$ cat src/rtl/mul_pkg.sv
// Shared definitions for the iterative radix-4 Booth multiplier.
//
// Contents:
//   state_e      controller states IDLE / BUSY / DONE
//   booth_sel_e  one-hot partial-product select {NEG,POS,NEG2,POS2}; all-zero = add nothing
//   step_count   number of radix-4 steps for a given operand width
//   booth_decode maps a 3-bit Booth window onto a booth_sel_e code

package mul_pkg;

   typedef enum logic [1:0] {
      IDLE = 2'd0,
      BUSY = 2'd1,
      DONE = 2'd2
   } state_e;

   // Bit order is {NEG, POS, NEG2, POS2}, so at most one bit is ever set.
   typedef enum logic [3:0] {
      SEL_ZERO = 4'b0000,
      SEL_POS2 = 4'b0001,
      SEL_NEG2 = 4'b0010,
      SEL_POS  = 4'b0100,
      SEL_NEG  = 4'b1000
   } booth_sel_e;

   // Operands are widened by two bits so an unsigned operand stays positive
   // when treated as signed; each step retires two multiplier bits.
   function automatic int step_count(input int width);
      return (width + 2) / 2;
   endfunction

   // Classic radix-4 recoding of {b[2i+1], b[2i], b[2i-1]}.
   function automatic booth_sel_e booth_decode(input logic [2:0] window);
      booth_sel_e sel;
      case (window)
         3'b001, 3'b010: sel = SEL_POS;
         3'b011:         sel = SEL_POS2;
         3'b100:         sel = SEL_NEG2;
         3'b101, 3'b110: sel = SEL_NEG;
         default:        sel = SEL_ZERO;
      endcase
      return sel;
   endfunction

endpackage

$ cat src/rtl/booth_r4_sel.sv
// Radix-4 Booth partial-product selector (combinational).
//
// Ports:
//   window  in   3        multiplier bits {b[2i+1], b[2i], b[2i-1]}
//   mcand   in   WIDTH+2  extended multiplicand (two's complement)
//   pp      out  WIDTH+3  selected partial product, one's complement when negative
//   neg     out  1        negate carry; add it at the partial product's LSB to finish -x = ~x + 1

module booth_r4_sel
   import mul_pkg::*;
#(
   parameter int WIDTH = 32
) (
   input  logic [2:0]       window,
   input  logic [WIDTH+1:0] mcand,
   output logic [WIDTH+2:0] pp,
   output logic             neg
);

   booth_sel_e       sel;
   logic [WIDTH+2:0] mag;

   // Pick 0, A or 2A at WIDTH+3 bits (one extra bit so 2A cannot overflow),
   // then invert for the negative selects and hand the +1 out as the carry.
   always_comb begin
      sel = booth_decode(window);
      mag = '0;
      neg = 1'b0;
      case (sel)
         SEL_POS:  mag = {mcand[WIDTH+1], mcand};
         SEL_NEG: begin
            mag = {mcand[WIDTH+1], mcand};
            neg = 1'b1;
         end
         SEL_POS2: mag = {mcand, 1'b0};
         SEL_NEG2: begin
            mag = {mcand, 1'b0};
            neg = 1'b1;
         end
         default:  mag = '0;
      endcase
      pp = neg ? ~mag : mag;
   end

endmodule

$ cat src/rtl/booth_r4_seq_mul.sv
// Iterative radix-4 Booth multiplier, one partial product retired per cycle.
//
// Ports:
//   clk        in   1        clock, rising edge
//   rst_n      in   1        synchronous reset, active-low
//   flush      in   1        abort the current operation and return to IDLE
//   in_valid   in   1        operands valid
//   in_ready   out  1        block can accept operands (IDLE only)
//   a          in   WIDTH    multiplicand
//   b          in   WIDTH    multiplier
//   a_signed   in   1        1: a is two's complement, 0: unsigned
//   b_signed   in   1        1: b is two's complement, 0: unsigned
//   out_valid  out  1        product valid (DONE)
//   out_ready  in   1        consumer takes the product
//   product    out  2*WIDTH  full product a*b, zero outside DONE

module booth_r4_seq_mul
   import mul_pkg::*;
#(
   parameter int WIDTH = 32
) (
   input  logic                 clk,
   input  logic                 rst_n,
   input  logic                 flush,
   input  logic                 in_valid,
   output logic                 in_ready,
   input  logic [WIDTH-1:0]     a,
   input  logic [WIDTH-1:0]     b,
   input  logic                 a_signed,
   input  logic                 b_signed,
   output logic                 out_valid,
   input  logic                 out_ready,
   output logic [2*WIDTH-1:0]   product
);

   localparam int EW = WIDTH + 2;
   localparam int AW = 2 * WIDTH + 2;
   localparam int N  = step_count(WIDTH);
   localparam int CW = $clog2(N);
   localparam logic [CW-1:0] LAST = CW'(N - 1);

   state_e         state;
   state_e         state_next;
   logic           accept;
   logic           step;

   logic [EW-1:0]  mcand;
   logic [EW:0]    mplier;
   logic [AW-1:0]  acc;
   logic [CW-1:0]  cnt;

   logic [EW:0]    pp;
   logic           pp_neg;
   logic [CW:0]    shamt;
   logic [AW-1:0]  pp_ext;
   logic [AW-1:0]  carry_ext;
   logic [AW-1:0]  acc_next;

   // The multiplier register carries an implicit zero below bit 0, so its
   // low three bits are always the current Booth window.
   booth_r4_sel #(
      .WIDTH (WIDTH)
   ) u_sel (
      .window (mplier[2:0]),
      .mcand  (mcand),
      .pp     (pp),
      .neg    (pp_neg)
   );

   // Sign-extend the partial product to accumulator width, align it to this
   // step's weight 4^cnt and fold in the negate carry at the same weight.
   // Everything wraps modulo 2^AW, which still leaves the low 2*WIDTH bits exact.
   always_comb begin
      shamt     = {cnt, 1'b0};
      pp_ext    = {{(AW-EW-1){pp[EW]}}, pp} << shamt;
      carry_ext = {{(AW-1){1'b0}}, pp_neg} << shamt;
      acc_next  = acc + pp_ext + carry_ext;
   end

   // State register.
   always_ff @(posedge clk) begin
      if (!rst_n) begin
         state <= IDLE;
      end else begin
         state <= state_next;
      end
   end

   // Next-state and handshake decode. Flush overrides whatever the current
   // state wanted to do, including an acceptance in the same cycle.
   always_comb begin
      state_next = state;
      in_ready   = 1'b0;
      out_valid  = 1'b0;
      accept     = 1'b0;
      step       = 1'b0;
      case (state)
         IDLE: begin
            in_ready = 1'b1;
            if (in_valid) begin
               accept     = 1'b1;
               state_next = BUSY;
            end
         end
         BUSY: begin
            step = 1'b1;
            if (cnt == LAST) begin
               state_next = DONE;
            end
         end
         DONE: begin
            out_valid = 1'b1;
            if (out_ready) begin
               state_next = IDLE;
            end
         end
         default: state_next = IDLE;
      endcase
      if (flush) begin
         state_next = IDLE;
         accept     = 1'b0;
         step       = 1'b0;
      end
   end

   // Operand capture and the accumulate loop. The signedness modes are
   // consumed at capture time by choosing sign- or zero-extension, so they
   // need no register of their own.
   always_ff @(posedge clk) begin
      if (!rst_n) begin
         mcand  <= '0;
         mplier <= '0;
         acc    <= '0;
         cnt    <= '0;
      end else if (flush) begin
         acc    <= '0;
         cnt    <= '0;
      end else if (accept) begin
         mcand  <= a_signed ? {{2{a[WIDTH-1]}}, a} : {2'b00, a};
         mplier <= {(b_signed ? {{2{b[WIDTH-1]}}, b} : {2'b00, b}), 1'b0};
         acc    <= '0;
         cnt    <= '0;
      end else if (step) begin
         acc    <= acc_next;
         cnt    <= cnt + 1'b1;
         mplier <= mplier >> 2;
      end
   end

   // Only present the result while it is valid so the bus reads zero otherwise.
   always_comb begin
      product = (state == DONE) ? acc[2*WIDTH-1:0] : '0;
   end

endmodule
$ cat config.mk
export PLATFORM = sky130hd
export DESIGN_NAME = booth_r4_seq_mul
export DESIGN_NICKNAME = d
export VERILOG_FILES = /design/src/rtl/mul_pkg.sv /design/src/rtl/booth_r4_sel.sv /design/src/rtl/booth_r4_seq_mul.sv
export SDC_FILE = /design/constraint.sdc
export NUM_CORES = 1
export LEC_CHECK = 0
export ABC_AREA = 1
export CORE_UTILIZATION = 45
export CTS_BUF_LIST = sky130_fd_sc_hd__clkbuf_8
export CTS_CLUSTER_DIAMETER = 60
export DETAILED_ROUTE_END_ITERATION = 8
export GPL_TIMING_DRIVEN = 0
export HOLD_SLACK_MARGIN = 0.1
export PLACE_DENSITY = 0.7
export SLEW_MARGIN = 20
export SYNTH_ARGS = -nofsm -noshare
export SYNTH_HDL_FRONTEND = slang
export SYNTH_SLANG_ARGS = --single-unit
export TNS_END_PERCENT = 1
$ cat constraint.sdc
create_clock -name clk -period 6.2 [get_ports clk]
set_clock_uncertainty 0.15 [all_clocks]
set_input_delay 1.55 -clock clk [delete_from_list [all_inputs] [get_ports clk]]
set_output_delay 1.55 -clock clk [all_outputs]
set_load 0.01 [all_outputs]
Word-level counts from Yosys, hierarchy flattened

Index checks and enable logic that the tools add are counted.
Widths: inputs -> output; s select.

Register bits: 142
Input bits: 71
Logic and storage cells: 61

$add $sub $neg: 3
Equality and inequality tests: 16
Shifts and indexed selects: 2
Multiplexer cells: 20
Bitwise gates (word level): 3
Reduce and logical (&&, ||, !) cells: 12

Operators by type and width:

| operator            | count |
|---|---|
| $add 66x66->66      | 2 |
| $mux 35             | 3 |
| $pmux 35 s2         | 1 |
| $mux 34             | 2 |
| $shl 1x6->66        | 1 |
| $shl 66x6->66       | 1 |
| $mux 64             | 1 |
| $not 35->35         | 1 |
| $pmux 4 s4          | 1 |
| $reduce_or 2->1     | 6 |
| $eq 3x3->1 const B  | 3 |
| $mux 1              | 8 |
| $eq 3x2->1 const B  | 2 |
| $mux 2              | 3 |
| $ne 2x2->1 const B  | 3 |
| $pmux 2 s3          | 1 |
| $add 5x1->5 const B | 1 |
| $eq 5x5->1 const B  | 1 |
| $eq 4x1->1 const B  | 1 |
| $eq 4x2->1 const B  | 1 |
| $eq 4x3->1 const B  | 1 |
| $eq 4x4->1 const B  | 1 |
| $reduce_and 2->1    | 2 |
| $eq 3x1->1 const B  | 1 |
| 7 further kinds     | 8 |

Longest topological paths before layout

Gate-level depths: netlist (run 1).

Depth after elaboration: 11
Gate-level depth with buffers: 37
Gate-level depth less buffers: 36

Cells and area by module

From an unflattened synthesis (run 1), not the netlist that was laid out.

Cell total of the unflattened synthesis: 2778
Area total of the unflattened synthesis: 15745.1 um^2

Modules (own cells, without submodules):

| module           | times used | cells an instance | area each (um^2) | seq. area each (um^2) |
|---|---|---|---|---|
| booth_r4_seq_mul | 1          | 2551              | 14750.4          | 2762.6 |
| booth_r4_sel     | 1          | 227               | 994.7            | 0.0 |

Worst setup path after synthesis (run 1)

OpenSTA, ideal clock, no wires.

Path type: register -> register
Start: register mplier[0]
End: register acc[45]
Data arrival time: 4.377 ns
Setup slack: 1.557 ns
Cell stages (with the launch flop): 29
Cells stage by stage: dfxtp_1 -> inv_1 -> ha_1 -> buf_2 -> inv_1 -> buf_2 -> o22ai_2 -> xor2_1 -> nand2_1 -> o21ai_1 -> nand2_1 -> o21ai_2 -> o21ai_1 -> o21ai_1 -> or2_1 -> fa_1 -> inv_1 -> ha_1 -> a21oi_1 -> o21a_1 -> o21ai_0 -> a21oi_1 -> o21ai_0 -> a21boi_0 -> o21ai_0 -> nand2_1 -> nand2_1 -> o21ai_0 -> inv_1

Longest elaborated chain between the ends: 11

RTL lines:

| item                                     | line                    | RTL |
|---|---|---|
| from (decl)                              | booth_r4_seq_mul.sv:48  | `logic [EW:0] mplier;` |
| from (signal assigned)                   | booth_r4_seq_mul.sv:140 | `mplier <= {(b_signed ? {{2{b[WIDTH-1]}}, b} : {2'b00, b}), 1'b0};` |
| from (signal assigned)                   | booth_r4_seq_mul.sv:146 | `mplier <= mplier >> 2;` |
| $eq 3x3->1, or another cell as far along | mul_pkg.sv:35           | `case (window)` |
| $reduce_or 2->1                          | mul_pkg.sv:35           |  |
| $pmux 4 s4 (*)                           | mul_pkg.sv:35           |  |
| $eq 4x1->1, or another cell as far along | booth_r4_sel.sv:29      | `case (sel)` |
| $reduce_or 2->1 (no source line)         | --                      |  |
| $pmux 35 s2                              | booth_r4_sel.sv:29      |  |
| $not 35->35                              | booth_r4_sel.sv:42      | `pp = neg ? ~mag : mag;` |
| $mux 35                                  | booth_r4_sel.sv:42      |  |
| $shl 66x6->66                            | booth_r4_seq_mul.sv:75  | `pp_ext = {{(AW-EW-1){pp[EW]}}, pp} << shamt;` |
| $add 66x66->66                           | booth_r4_seq_mul.sv:77  | `acc_next = acc + pp_ext + carry_ext;` |
| $add 66x66->66 (*)                       | booth_r4_seq_mul.sv:77  |  |
| to (signal assigned)                     | booth_r4_seq_mul.sv:144 | `acc <= acc_next;` |
| to (decl)                                | booth_r4_seq_mul.sv:49  | `logic [AW-1:0] acc;` |

Mark *: on every way between the ends. The rest lies on a longest branch, timed or not.
A chain may end at the register's enable or synchronous reset.

Final worst setup path (run 1)

Start: register mplier[0]
End: register acc[55]

Same word-level chain as after synthesis.

==> results.ini, run 1 <==
[outcome]
run_status = finished with violations
violations = design-rule violations

[grt]
grt.overflow.total = 0
grt_pass1_wl_mm = 90.37
grtUsageTotal_pct = 36.70
antenna_found_initial = 2
grt_max_degree = 17
first_global_vias = 15553

[job]
maxCapViolCount = 0

[floorplanning]
initial_core_util_pct = 46.11
core-area_um2 = 30830
dieWidth_um = 179.7
dieHeight_um = 179.7
row_count = 64
ioPinCount = 137
die_area_um2 = 32310

[synthesis]
yosysSeqAreaShare_pct = 19.43
synth.avg_cell_area_um2 = 6.096
synthCells = 2332
yosys_register_bits = 138
syn-cell-area_um2 = 14220
yosys_warnings = 0
yosys.cell_types.count = 50
synth_nets = 2535

[clock_tree]
clk_latency_ns = 0.53
clockBufferDepth = 2
path_clk_slew_ns = 0.10
numCtsBuffers = 17
cts.sinks = 138
cts_tree = done
root_buffer = clkbuf_8
htreeDepth = 4
cts-hold-fix-buffers = 0

[timing]
min_period_ns = 6.018
drv_slew = 0
max_slew_margin_pct = 30.18
setup_viol = 0
tightest_slew_ns = 1.047
fin_setup_tns_ns = 0
layout_setup_ws_ns = 0.1816
rsz0062_at_grt = yes
final.period_utilization_pct = 97.07
hold_slack_ns = 0.3258
finalHoldViolCount = 0
max_freq_mhz = 166.2

[placement]
dp_cells = 2864
place_congestion = 1.071
hpwl_mm = 48.92
dp_slack_ns = -0.1219
port_buffers = 136

[layout]
layoutNonFillerInstCount = 2899
final.fill_count = 3254
drive_above_1_share_pct = 4.874
layout.nets = 2693
n_antenna_cell = 0
area_growth_pct = 16.99

[worst_setup_path]
end_kind = register
cp_max_fo = 10
cp.required_ns = 6.52
critPathKind = register to register
cp-start-kind = register
critPathArrivalTime_ns = 6.34

[drt]
met1Wirelength_mm = 26.46
top_layer = met5
wl_per_cell_um = 20.32
vias = 16396
route.met2.wl_mm = 24.97
wl_met3_mm = 5.439
initialDrtViolationCount = 1827
drcViolationCount = 6
dr.pass1.iters = 8
routed_wl_mm = 58.92
ant_nets = 0
viasPerCell = 5.656

[power_and_ir_drop]
vdd_drop_max_mv = 0.1756
finalPower_w = 0.002315
p_leak_nw = 7.368
power_density_nw_per_um2 = 139.2

[hold_path]
holdCritPathClass = register to register

-- placed cells by master (no fill, tap or decap), drive strengths merged, types with 33 or more instances in the layout --
cell type and n:
nand2 471, clkdlybuf4s50 136, o21ai 258, dfxtp 138, inv 374, fa 33, xor2 47, a31oi 41
nand3 151, nor2 259, ha 99, buf 36, a21oi 203, clkbuf 93
-- power breakdown --
group / total (W) / internal [W] / switching [W] / leakage (nW)
Sequential: 0.000938 / 0.000918 / 0.0000194 / 1.12
Clock: 0.000808 / 0.000339 / 0.000468 / 0.205
Combinational: 0.000570 / 0.000194 / 0.000376 / 6.04
-- cell families after synthesis --
group                      count (synthesis)  share of synthesized area (%)
buffers and inverters                    476                          12.99
DFF                                      138                          19.43
adders and majority gates                132                          13.36
xor gates and xnor gates                  56                          3.503
and+or+nand+nor                          936                          27.12
muxes                                      9                         0.6337
AOI/OAI and AO/OA                        585                          22.96
-- synthesized netlist by cell type (all sizes together) --
master / number / area share (%)
a2111oi: 1 / 0.062
xnor2: 9 / 0.55
o211ai: 17 / 0.93
o21bai: 9 / 0.48
o21a: 6 / 0.32
a211oi: 2 / 0.11
mux2i: 9 / 0.63
nor4: 6 / 0.26
a31o: 3 / 0.18
nor3: 22 / 0.77
xor2: 47 / 2.9
a21o: 9 / 0.48
o221ai: 1 / 0.062
nor2: 259 / 6.9
a21oi: 203 / 7.1
clkbuf: 74 / 2.0
or2: 17 / 0.75
nand2: 471 / 13
ha: 99 / 8.7
a221oi: 3 / 0.18
o211a: 1 / 0.070
nand4: 10 / 0.44
clkinv: 4 / 0.11
fa: 33 / 4.6
dfxtp: 138 / 19
o31ai: 1 / 0.053
o22ai: 24 / 1.5
a31oi: 41 / 1.8
buf: 35 / 1.3
nand3: 151 / 5.4
inv: 363 / 9.6
o21ai: 258 / 9.3
a21boi: 5 / 0.26
o221a: 1 / 0.079
-- layer usage --
layer  GRT usage [%]  vias up
li1                -     7904
met1           50.47     7628
met2           56.65      754
met3           7.739      108
met4           12.55        2
met5               0        -
-- flip-flops by register name (all words and copies together) (netlist names) --
signal,cells
acc,64
mplier,34
mcand,33
cnt,5
state,2
-- final timing paths --
| kind | from | endpoint | slack, ns | cells past startpoint |
|---|---|---|---|---|
| max | mplier[0] | acc[55] | 0.18 | 27 |
| min | mplier[33] | mplier[33] | 0.33 | 2 |
| max reg2reg | mplier[0] | acc[55] | 0.18 | 27 |
| min reg2reg | mplier[33] | mplier[33] | 0.33 | 2 |
-- repair_timing --
action,CTS,global route
resized for setup,6,40
setup buffers,0,2
endpoints found under the setup margin,6,30
pin swaps,1,1
hold endpoints to repair,0,0
-- cell type report --
class                   count  area, um^2  share of cell area, %
multi-input cells        1718        9729                  58.50
flip-flops and latches    138        2763                  16.61
repair buffers            139        1388                  8.343
inverters                 367        1378                  8.283
well taps                 396       495.5                  2.979
plain buffers             109       476.7                  2.866
clock buffers              17       234.0                  1.407
clock inverters            15       167.7                  1.008
-- through the flow --
stage,instance area (um^2),utilization [%]
after floorplan,14220,-
final,16630,53.94
after global placement,16070,52.13
after detailed placement,16070,52.14
after global routing,16630,53.94
after CTS,16490,53.47
-- critical path, cell delays in order (launching register included) --
cell and delay [ns]:
dfxtp_1 0.40, inv_1 0.08, ha_1 0.28, buf_2 0.25, inv_1 0.21, clkbuf_4 0.27, o21ai_0 0.17, nand2_1 0.09
mux2i_1 0.22, o21ai_1 0.19, or2_1 0.28, nor2_1 0.19, nand2_1 0.18, fa_1 0.54, inv_1 0.04, ha_1 0.34
nand2_1 0.09, inv_1 0.06, a21oi_1 0.09, o21ai_1 0.49, a21oi_2 0.24, o21bai_1 0.46, nand2_1 0.10, o211ai_1 0.23
a21oi_1 0.11, o21ai_0 0.10, nand2_1 0.07, inv_1 0.05
(Power assumes the default switching activity.)
==> run 2, diff against run 1 <==
--- a/config.mk
+++ b/config.mk
@@ -6,13 +6,13 @@
 export NUM_CORES = 1
 export LEC_CHECK = 0
 export ABC_AREA = 1
-export CORE_UTILIZATION = 45
+export CORE_UTILIZATION = 50
 export CTS_BUF_LIST = sky130_fd_sc_hd__clkbuf_8
 export CTS_CLUSTER_DIAMETER = 60
 export DETAILED_ROUTE_END_ITERATION = 8
 export GPL_TIMING_DRIVEN = 0
 export HOLD_SLACK_MARGIN = 0.1
-export PLACE_DENSITY = 0.7
+export PLACE_DENSITY = 0.76
 export SLEW_MARGIN = 20
 export SYNTH_ARGS = -nofsm -noshare
 export SYNTH_HDL_FRONTEND = slang
==> run 2 against run 1 <==
The flow still finishes with violations (design-rule violations); total power shrank 2.3%; register-to-register slack barely moved; worst setup slack gained 0.0078 ns; critical path depth is 2 lower; utilization rose by 5.4 points; cell count down 0.62%; clock power shrank 6.8%; non-clock buffer count unchanged; sequential cell count is the same; wire length down 2.5%; worst hold slack better by 0.0063 ns; combinational power hardly changed; critical path type unchanged.
==> results.ini, run 2 (same netlist as run 1, synthesis figures left out) <==
[outcome]
run_status = finished with violations
violations = design-rule violations

[hold_path]
hold_path_startpoint = mplier[33]
whs_path_depth = 2
holdCritPathClass = register to register
min_to = mplier[33]

[power_and_ir_drop]
finalPower_w = 0.002261
p_leak_nw = 7.337
vdd_drop_max_mv = 0.1923
power_density_nw_per_um2 = 136.7

[placement]
hpwl_mm = 47.22
place_congestion = 1.087
port_buffers = 136
placed_cell_area_um2 = 16070

[drt]
viasPerCell = 5.779
vias = 16649
drcViolationCount = 1
dr.pass1.iters = 9
ant_nets = 0
wl_per_cell_um = 19.94
initialDrtViolationCount = 1741
routed_wl_mm = 57.44

[clock_tree]
clockBufferDepth = 2
cts.sinks = 138
cts_tree = done
root_buffer = clkbuf_8
numCtsBuffers = 17
path_clk_slew_ns = 0.10
cts-hold-fix-buffers = 0
htreeDepth = 4
clk_latency_ns = 0.52

[grt]
antenna_found_initial = 1
grtUsageTotal_pct = 40.04
first_global_vias = 15118
grt_pass1_wl_mm = 86.62
grt.overflow.total = 0
grt_max_degree = 17

[timing]
finalHoldViolCount = 0
max_slew_margin_pct = 23.60
max_freq_mhz = 166.4
setup_viol = 0
min_period_ns = 6.011
drv_slew = 0
rsz0062_at_grt = yes
final.period_utilization_pct = 96.95
tightest_slew_ns = 1.146

[floorplanning]
initial_core_util_pct = 51.03
dieWidth_um = 170.6
row_count = 61
core-area_um2 = 27860
die_area_um2 = 29110
dieHeight_um = 170.6
ioPinCount = 137

[layout]
top_regs = acc: 64 flops, mplier: 34 flops, mcand: 33 flops
utilization_pct = 59.35
final_common_cell = nand2_1
n_antenna_cell = 0
final.fill_count = 2801
drive_above_1_share_pct = 4.515
regMostFlops = acc
area_growth_pct = 16.31
layout_common_cells = nand2_1, inv_1, nor2_1
largest_reg_flops = 64
final_area_um2 = 16530
layout.nets = 2693

[worst_setup_path]
r2r_slack_ns = 0.19
timing.rr.start = mplier[0]
cp.required_ns = 6.51
critPathArrivalTime_ns = 6.32
worstRegToRegCells = 25
r2r_end = acc[55]
cp_max_fo = 10
end_kind = register
critPathKind = register to register
cp-start-kind = register

[job]
maxCapViolCount = 0

## run 2: cell types whose count changed in the layout (fill, tap and decap cells not counted), sizes merged
cell | previous run | this run
inv | 374 | 376
bufinv | 1 | 0
buf | 36 | 37
clkbuf | 93 | 92
clkinvlp | 1 | 0
## run 2: worst max-delay path by stage
stage	cells past startpoint	endpoint	startpoint
after global routing	31	acc[58]	mplier[0]
after global placement	25	acc[54]	cnt[1]
final	25	acc[55]	mplier[0]
after CTS	28	acc[57]	mplier[0]
after detailed placement	23	acc[54]	cnt[1]
after floorplan	28	acc[45]	mplier[0]
## run 2: timing repair
action / 4_1_cts / 5_1_grt
setup buffers: 1 / 1
resized for setup: 5 / 28
cloned: 0 / 0
endpoints found under the setup margin: 10 / 30
pin swaps: 1 / 1
endpoints found under the hold margin: 0 / 0
## run 2: final cells by class
cell class              count  area (um^2)  share of cell area, %
inverters                 367         1378                  8.331
clock buffers              17        234.0                  1.415
well taps                 378        473.0                  2.860
clock inverters            15        128.9                 0.7794
repair buffers            139         1391                  8.415
plain buffers             109        473.0                  2.860
flip-flops and latches    138         2763                  16.71
multi-input cells        1718         9694                  58.63
## run 2: layer usage
metal	global-route usage, %	share of wire [%]	vias up
met1	54.71	43	7669
met3	8.142	11	133
met2	60.94	42	945
met5	0	0	-
li1	-	-	7902
met4	16.61	3.9	0
## run 2: where the power goes
group	total, W	internal (W)	switching, W
Clock	0.000753	0.000294	0.000459
Combinational	0.000570	0.000194	0.000376
Sequential	0.000938	0.000918	0.0000200
Total	0.00226	0.00141	0.000855
## run 2: critical path, stage by stage (launching register included)
cell      delay [ns]
dfxtp_1         0.40
inv_1           0.08
ha_1            0.25
o21ai_0         0.21
nand2_2         0.22
buf_2           0.31
nor3_1          0.56
inv_1           0.17
nor2_2          0.39
nand2_1         0.12
fa_1            0.41
inv_1           0.07
ha_1            0.17
fa_1            0.23
nand3_1         0.09
nand2_1         0.15
a21oi_1         0.12
o21ai_1         0.54
a21oi_2         0.24
o21bai_1        0.45
nand2_1         0.09
o211ai_1        0.20
a21oi_1         0.11
o21ai_0         0.09
nand2_1         0.06
inv_1           0.05
## run 2: stage by stage
step / cells / hold WS, ns / TNS, ns / setup slack (ns)
finish: 2881 / 0.3321 / 0 / 0.1893
detailed placement: 2847 / 0.3158 / -1.019 / -0.2617
global route: 2881 / 0.3448 / -0.07214 / -0.03657
global placement: 2846 / 0.2986 / -0.5950 / -0.2467
CTS: 2880 / 0.3286 / 0 / 0.1228
floorplan: 2332 / 0.2911 / 0 / 1.557
